$ cat config.mk
export PLATFORM = sky130hd
export DESIGN_NAME = sinc3_ctrl
export DESIGN_NICKNAME = d
export VERILOG_FILES = /design/src/rtl/sinc3_pkg.sv /design/src/rtl/sinc3_clkgen.sv /design/src/rtl/sinc3_ctrl.sv
export SDC_FILE = /design/constraint.sdc
export NUM_CORES = 1
export LEC_CHECK = 0
export CAP_MARGIN = 20
export CELL_PAD_IN_SITES_DETAIL_PLACEMENT = 1
export CELL_PAD_IN_SITES_GLOBAL_PLACEMENT = 2
export CORE_UTILIZATION = 30
export CTS_BUF_LIST = sky130_fd_sc_hd__clkbuf_16
export CTS_CLUSTER_DIAMETER = 50
export DETAILED_ROUTE_END_ITERATION = 8
export PLACE_DENSITY = 0.74
export SLEW_MARGIN = 20
export SYNTH_ARGS = -nofsm -noshare
export SYNTH_HDL_FRONTEND = slang
export SYNTH_SLANG_ARGS = --single-unit
$ cat constraint.sdc
create_clock -name clk -period 5 [get_ports clk]
set_input_delay 1.5 -clock clk [delete_from_list [all_inputs] [get_ports clk]]
set_output_delay 1.5 -clock clk [all_outputs]
set_load 0.05 [all_outputs]
$ cat src/rtl/sinc3_pkg.sv
// Shared definitions for the sinc3 decimation filter controller:
// sequencing states and default timing constants.
package sinc3_pkg;

    typedef enum logic [1:0] {
        ST_IDLE   = 2'd0,
        ST_SETTLE = 2'd1,
        ST_RUN    = 2'd2
    } sinc3_state_t;

    localparam int DEF_MCLK_DIV = 4;
    localparam int DEF_DR_LOG2  = 8;
    localparam int DEF_SETTLE   = 4;

endpackage

$ cat src/rtl/sinc3_clkgen.sv
// Modulator clock and decimated word clock generator with the per-word
// capture strobe, all derived from the system clock.
module sinc3_clkgen
    import sinc3_pkg::*;
#(
    parameter int MCLK_DIV = DEF_MCLK_DIV,
    parameter int DR_LOG2  = DEF_DR_LOG2
) (
    input  logic clk,
    input  logic rst_n,
    input  logic enable,
    input  logic start,
    output logic mclk_out,
    output logic word_clk,
    output logic capture
);

    localparam int PW = (MCLK_DIV > 2) ? $clog2(MCLK_DIV) : 1;
    localparam logic [PW-1:0] HALF = PW'(MCLK_DIV / 2);
    localparam logic [PW-1:0] LAST = PW'(MCLK_DIV - 1);

    logic [PW-1:0]      pcnt, pcnt_next;
    logic [DR_LOG2-1:0] mcnt, mcnt_next;
    logic               wrapped, wrapped_next;
    logic               word_next;

    // Outputs are registered from the next-state values so that mclk_out
    // and word_clk change on the same edge as the counters they reflect.
    always_comb begin
        pcnt_next    = '0;
        mcnt_next    = '0;
        wrapped_next = 1'b0;
        if (enable && !start) begin
            pcnt_next    = (pcnt == LAST) ? '0 : pcnt + 1'b1;
            mcnt_next    = mcnt;
            wrapped_next = wrapped;
            if (pcnt_next == HALF) begin
                mcnt_next = mcnt + 1'b1;
                if (mcnt == '1) begin
                    wrapped_next = 1'b1;
                end
            end
        end
        word_next = wrapped_next && (mcnt_next == '0);
    end

    always_ff @(posedge clk or negedge rst_n) begin
        if (!rst_n) begin
            pcnt     <= '0;
            mcnt     <= '0;
            wrapped  <= 1'b0;
            mclk_out <= 1'b0;
            word_clk <= 1'b0;
            capture  <= 1'b0;
        end else begin
            pcnt     <= pcnt_next;
            mcnt     <= mcnt_next;
            wrapped  <= wrapped_next;
            mclk_out <= (pcnt_next >= HALF);
            word_clk <= word_next;
            // A disable also drops word_clk but leaves mcnt at 0, so it never strobes.
            capture  <= word_clk && (mcnt_next != '0);
        end
    end

endmodule

$ cat src/rtl/sinc3_ctrl.sv
// Sequencing controller for the sinc3 filter: start/settle/run FSM,
// word capture and valid/ready delivery with sticky overrun.
module sinc3_ctrl
    import sinc3_pkg::*;
#(
    parameter int MCLK_DIV = DEF_MCLK_DIV,
    parameter int DR_LOG2  = DEF_DR_LOG2,
    parameter int WIDTH    = 16,
    parameter int SETTLE   = DEF_SETTLE
) (
    input  logic             clk,
    input  logic             rst_n,
    input  logic             en,
    output logic             mclk_out,
    output logic             word_clk,
    input  logic [WIDTH-1:0] filter_data,
    output logic [WIDTH-1:0] dout,
    output logic             dout_valid,
    input  logic             dout_ready,
    output logic             running,
    output logic             overrun,
    input  logic             ovr_clr
);

    localparam int SW = $clog2(SETTLE + 1);

    sinc3_state_t state, state_next;
    logic [SW-1:0] settle_cnt;
    logic          capture;
    logic          start;
    logic          active_next;
    logic          run_capture;

    sinc3_clkgen #(
        .MCLK_DIV (MCLK_DIV),
        .DR_LOG2  (DR_LOG2)
    ) u_clkgen (
        .clk      (clk),
        .rst_n    (rst_n),
        .enable   (active_next),
        .start    (start),
        .mclk_out (mclk_out),
        .word_clk (word_clk),
        .capture  (capture)
    );

    always_ff @(posedge clk or negedge rst_n) begin
        if (!rst_n) begin
            state <= ST_IDLE;
        end else begin
            state <= state_next;
        end
    end

    // Dropping en always wins, even mid-word, so a restart always settles anew.
    always_comb begin
        state_next = state;
        case (state)
            ST_IDLE:   if (en) state_next = ST_SETTLE;
            ST_SETTLE: begin
                if (!en) begin
                    state_next = ST_IDLE;
                end else if (capture && (settle_cnt == SW'(SETTLE - 1))) begin
                    state_next = ST_RUN;
                end
            end
            ST_RUN:    if (!en) state_next = ST_IDLE;
            default:   state_next = ST_IDLE;
        endcase
        start       = (state == ST_IDLE) && (state_next == ST_SETTLE);
        active_next = (state_next != ST_IDLE);
        run_capture = (state == ST_RUN) && capture && en;
    end

    always_ff @(posedge clk or negedge rst_n) begin
        if (!rst_n) begin
            settle_cnt <= '0;
        end else if (start) begin
            settle_cnt <= '0;
        end else if ((state == ST_SETTLE) && capture && en) begin
            settle_cnt <= settle_cnt + 1'b1;
        end
    end

    // A capture while the consumer is stalled keeps the pending word and flags the loss.
    always_ff @(posedge clk or negedge rst_n) begin
        if (!rst_n) begin
            dout       <= '0;
            dout_valid <= 1'b0;
            running    <= 1'b0;
            overrun    <= 1'b0;
        end else begin
            running <= active_next;
            if (!active_next) begin
                dout_valid <= 1'b0;
            end else if (run_capture && (!dout_valid || dout_ready)) begin
                dout       <= filter_data;
                dout_valid <= 1'b1;
            end else if (dout_valid && dout_ready) begin
                dout_valid <= 1'b0;
            end
            if (run_capture && dout_valid && !dout_ready) begin
                overrun <= 1'b1;
            end else if (ovr_clr) begin
                overrun <= 1'b0;
            end
        end
    end

endmodule

---- After elaboration in Yosys (flattened, before gate mapping) ----
Cells that the tools add are included.
word-level totals
  word-level logic and storage cells ...... 67
  bits in registers ....................... 38
  output and inout port bits .............. 21
  bits of input ports ..................... 21
operators by class
  eq/ne operators ......................... 8
  add/sub/neg operators ................... 3
  reductions and logical operators ........ 24
  muxes and demuxes ....................... 19
  magnitude comparators ................... 1
operator list
  cell                                                              count
  8-bit two-way mux                                                 2
  1-bit logical AND                                                 13
  2-bit two-way mux                                                 6
  8-bit by 1-bit adder with 8-bit output (second input constant)    1
  8-bit == test (second input constant)                             1
  8-bit logical NOT                                                 1
  1-bit two-way mux                                                 8
  8-bit nonzero test                                                1
  2-bit == test (second input constant)                             3
  3-bit two-way mux                                                 2
  2-bit case mux with 3 select lines                                1
  2-bit nonzero test                                                3
  2-bit by 1-bit == test with 1-bit output (second input constant)  2
  3-bit by 1-bit adder with 3-bit output (second input constant)    1
  3-bit by 2-bit == test with 1-bit output (second input constant)  1
  1-bit logical NOT                                                 3
  3-bit by 1-bit != test with 1-bit output (second input constant)  1
  2-bit by 1-bit adder with 2-bit output (second input constant)    1
  2-bit >= comparator (second input constant)                       1
  2-bit logical NOT                                                 1
  2-bit AND reduction                                               1
  1-bit logical OR                                                  1

---- Logic depth before layout (Yosys ltp) ----
  depth in word-level cells ............... 12
  mapped depth ............................ 8
  mapped depth without buffers ............ 6

---- Cells and area by module ----
A second synthesis with hierarchy kept.
second synthesis, totals
  cell total of the unflattened synthesis .. 132
  area, all modules ....................... 1,705.4 um2
modules (own cells, without submodules)
  module        area each (um2)  sequential area each (um2)  cells an instance  instances
  sinc3_ctrl    1,034.7          600.6                       68                 1
  sinc3_clkgen  670.6            325.3                       64                 1

---- Worst setup path after synthesis ----
OpenSTA, ideal clock, no wires.
  path type ............................... input to register
  from .................................... in en
  to ...................................... reg dout[10]
  stages on the path ...................... 4
  slack ................................... 2.466 ns
  data arrival time ....................... 2.407 ns
  cell sequence ........................... nand4b_1 -> a21oi_4 -> buf_6 -> mux2_1
on the way
  cells in the longest elaborated chain, start to end .. 4
  elaborated cells on any way between the ends .. 8
ends and longest elaborated chain
  what                                         line                                                  text
  start: declaration                           sinc3_ctrl.sv:13                                      input logic en,
  2-bit two-way mux, on equally long branches  sinc3_ctrl.sv:67, sinc3_ctrl.sv:59, sinc3_ctrl.sv:61
  2-bit case mux with 3 select lines           sinc3_ctrl.sv:58                                      case (state)
  2-bit nonzero test                           sinc3_ctrl.sv:71                                      active_next = (state_next != ST_IDLE);
  2-bit AND reduction (no source line) (*)     --
  end signal: assignment                       sinc3_ctrl.sv:97                                      dout <= filter_data;
  end: declaration                             sinc3_ctrl.sv:17                                      output logic [WIDTH-1:0] dout,
Mark *: on every way between the ends. The rest lies on a longest branch, timed or not.
A chain may end at the register's enable or synchronous reset.

---- Worst setup path in the final report ----
  from .................................... in en
  to ...................................... reg dout[15]
Same word-level chain as after synthesis.

==> out/qor.txt <==
Status - complete, no violations
Post-CTS Setup Inserts - 0
Synth Area per Inst - 12.5 um2
Largest area contributor in the netlist - dfrtp_1
Post-CTS resize count - 0
Power per cell area - 316 nW/um2
Fin nets - 207
Worst slew pin tran - 0.520 ns
VDD IR max - 131 uV
Top FF cell, synth - dfrtp_1
Post-Synthesis Cells - 137
Placed cell count - 246
CP required - 5.16 ns
Setup TNS - 0 ns
Post-synthesis xor/xnor area fraction - 5.12%
H-tree depth - 2
Largest net degree at the start of global routing - 38
Crit. End Element - flop
# diodes - 0
Drt via density - 4.74
Area Overhead vs Synth - 38.5%
F_max - 0.326 GHz
Sequential element share of the synthesized area - 54.1%
Path type of the worst min-delay path - flop to flop
Synth area leaders - dfrtp_1 54%, mux2_1 8.6%, ha_1 3.7%
Synth cell types - 35
I/O pin cnt - 42
CTS tree - built
Fillers - 571
Layout Skew - 0.00261 ns
Ys Warns - 0
Layout cells sized above 1 - 8.79%
First-pass GRT wire length - 6090 um
Filler-free cell count of the finished design - 254
IO buf count - 41
Final period util - 61.4%
Detailed Route WL - 3620 um
Drt initial violations - 32
Async S/R FF share, synth - 100%
Gr usage total - 13.0%
Skew-Pair Late Insertion Delay - 0.28 ns
Adder-cell share of the synthesized area - 3.65%
Final count of negative-setup-slack endpoints - 0
CTS clock-pin slew for the worst setup and hold paths - 0.05 ns
CP max FO - 16
Syn Nets - 163
Via count of the first global-routing pass - 1244
CP Class - input pin to flop
Root Buffer Master - clkbuf_16
Cts bufs inserted - 5
TritonRoute pass-1 iters - 4
Drt wl/cell - 14.3 um
Placeable Area - 5510 um2
Gpl congestion - 0.755
Number of flops mapped to enable cells by yosys - 0
Worst setup SP type - input pin
Max Cap Viol - 0
GRT Residual Overflow - 0
Minimum clock period - 3.07 ns
Critical Path AT - 3.23 ns
Initial antenna violation count - 0
Commonest cells after routing, fill and taps aside - 41 x clkdlybuf4s50_1, 37 x dfrtp_1, 13 x mux2_1
Post-synthesis mux area share - 12.3%
Fin. Hold Viols - 0
Die X - 77.5 um
Footprint of the multi-input gates - 717 um2
# rows - 27
Cts-stage hold buffer count - 0
Unrepaired setup endpoints after global routing - no
Slew Limit Fails - 0
Maximum buffer depth of the clock tree - 2
Die footprint - 6010 um2
Synth top area share - 54.1%
Yosys reg bits - 37
DRC - 0
Detailed placer's ending HPWL - 2550 um
Vias - 1204
Clk sink count - 37
Synth Area in Compound Gates - 6.87%
Commonest non-fill, non-tap cell in the layout - clkdlybuf4s50_1
Die height - 77.5 um
Final ANT Viol Nets - 0
Slew headroom - 65.2%
Largest family of logic cells by synthesized area - simple AND/OR/NAND/NOR gates
Starting density of the core - 31.1%
Leak - 1.06 nW
Synthesized area - 1710 um2
Synth Area in Simple Gates - 14.0%
Storage cell area - 926 um2
[cells in the mapped netlist, types with 2 or more instances]
library cell,count
dfrtp_1,37
mux2_1,13
nor2_1,10
inv_1,7
nand2_1,6
ha_1,5
nand3_1,5
xnor2_1,5
xor2_1,5
a22o_1,3
a311oi_1,3
and3_1,3
buf_6,3
mux2_2,3
mux2i_1,3
nor3_1,3
o22ai_1,3
and4_1,2
nor4_1,2
[kinds of logic (layout without fill, tap and decap cells)]
group / after synthesis / after routing
xor gates and xnor gates: 10 / 10
DFF: 37 / 37
muxes: 19 / 19
AOI/OAI and AO/OA: 14 / 14
and+or+nand+nor: 40 / 40
buffers and inverters: 12 / 57
adders and majority gates: 5 / 5
[final timing paths]
| path | start | endpoint | slack, ns | cells after the start |
|---|---|---|---|---|
| max | en | dout[15]$_DFFE_PN0P_ | 1.93 | 4 |
| min | dout[7]$_DFFE_PN0P_ | dout[7]$_DFFE_PN0P_ | 0.48 | 1 |
| max reg2reg | u_clkgen.mclk_out$_DFF_PN0_ | u_clkgen.capture$_DFF_PN0_ | 3.01 | 6 |
| min reg2reg | dout[7]$_DFFE_PN0P_ | dout[7]$_DFFE_PN0P_ | 0.48 | 1 |
| max in group asynchronous | rst_n | u_clkgen.mcnt[1]$_DFF_PN0_ | 3.01 | 2 |
| min in group asynchronous | rst_n | settle_cnt[0]$_DFFE_PN0P_ | 1.66 | 2 |
[state kept, by name, summed over array words and instances, names as in the netlist]
signal / cells
dout: 16
dout_valid: 1
overrun: 1
running: 1
settle_cnt: 3
state: 2
u_clkgen.capture: 1
u_clkgen.mclk_out: 1
u_clkgen.mcnt: 8
u_clkgen.pcnt: 1
u_clkgen.word_clk: 1
u_clkgen.wrapped: 1
[metal layers]
layer / GRT usage (%) / up-vias / part of all wire [%] / wire length, um
met5: 0 / - / 0 / 0
met4: 5.09 / 0 / 1.5 / 54
met3: 3.29 / 6 / 4.4 / 159
met2: 20.9 / 39 / 46 / 1660
met1: 16.8 / 584 / 48 / 1750
li1: - / 575 / - / -
[where the power goes]
| group | total, mW | leakage, nW | internal [mW] | switching (mW) |
|---|---|---|---|---|
| Combinational | 0.0360 | 0.458 | 0.0185 | 0.0175 |
| Clock | 0.409 | 0.0944 | 0.287 | 0.121 |
| Sequential | 0.304 | 0.511 | 0.301 | 0.00217 |
[cell type report]
class	count	area share, %
timing repair buffer	42	17.6
sequential	37	39.1
tap	72	3.80
clock buffer	5	5.28
inverter	7	1.11
clock inverter	3	2.90
multi-input combinational	88	30.2
[per-stage QoR]
stage                     hold slack, ns  cell area, um2  worst slack, ns  total power [mW]  utilization, %
after detailed placement           0.477            2180             1.61             0.346            39.5
after CTS                          0.487            2370             1.91             0.761            43.1
after floorplan                    0.437            1710             2.47             0.320               -
final                              0.480            2370             1.93             0.748            43.1
after global placement             0.452            2180             1.70             0.345            39.5
after global routing               0.505            2370             1.81             0.780            43.1
[worst max-delay path: stages]
cell             delay, ns
clkdlybuf4s50_1       0.59
nand4b_1              0.25
a21oi_4               0.49
mux2_2                0.40
Note: power is estimated with default switching activity, not from simulation.
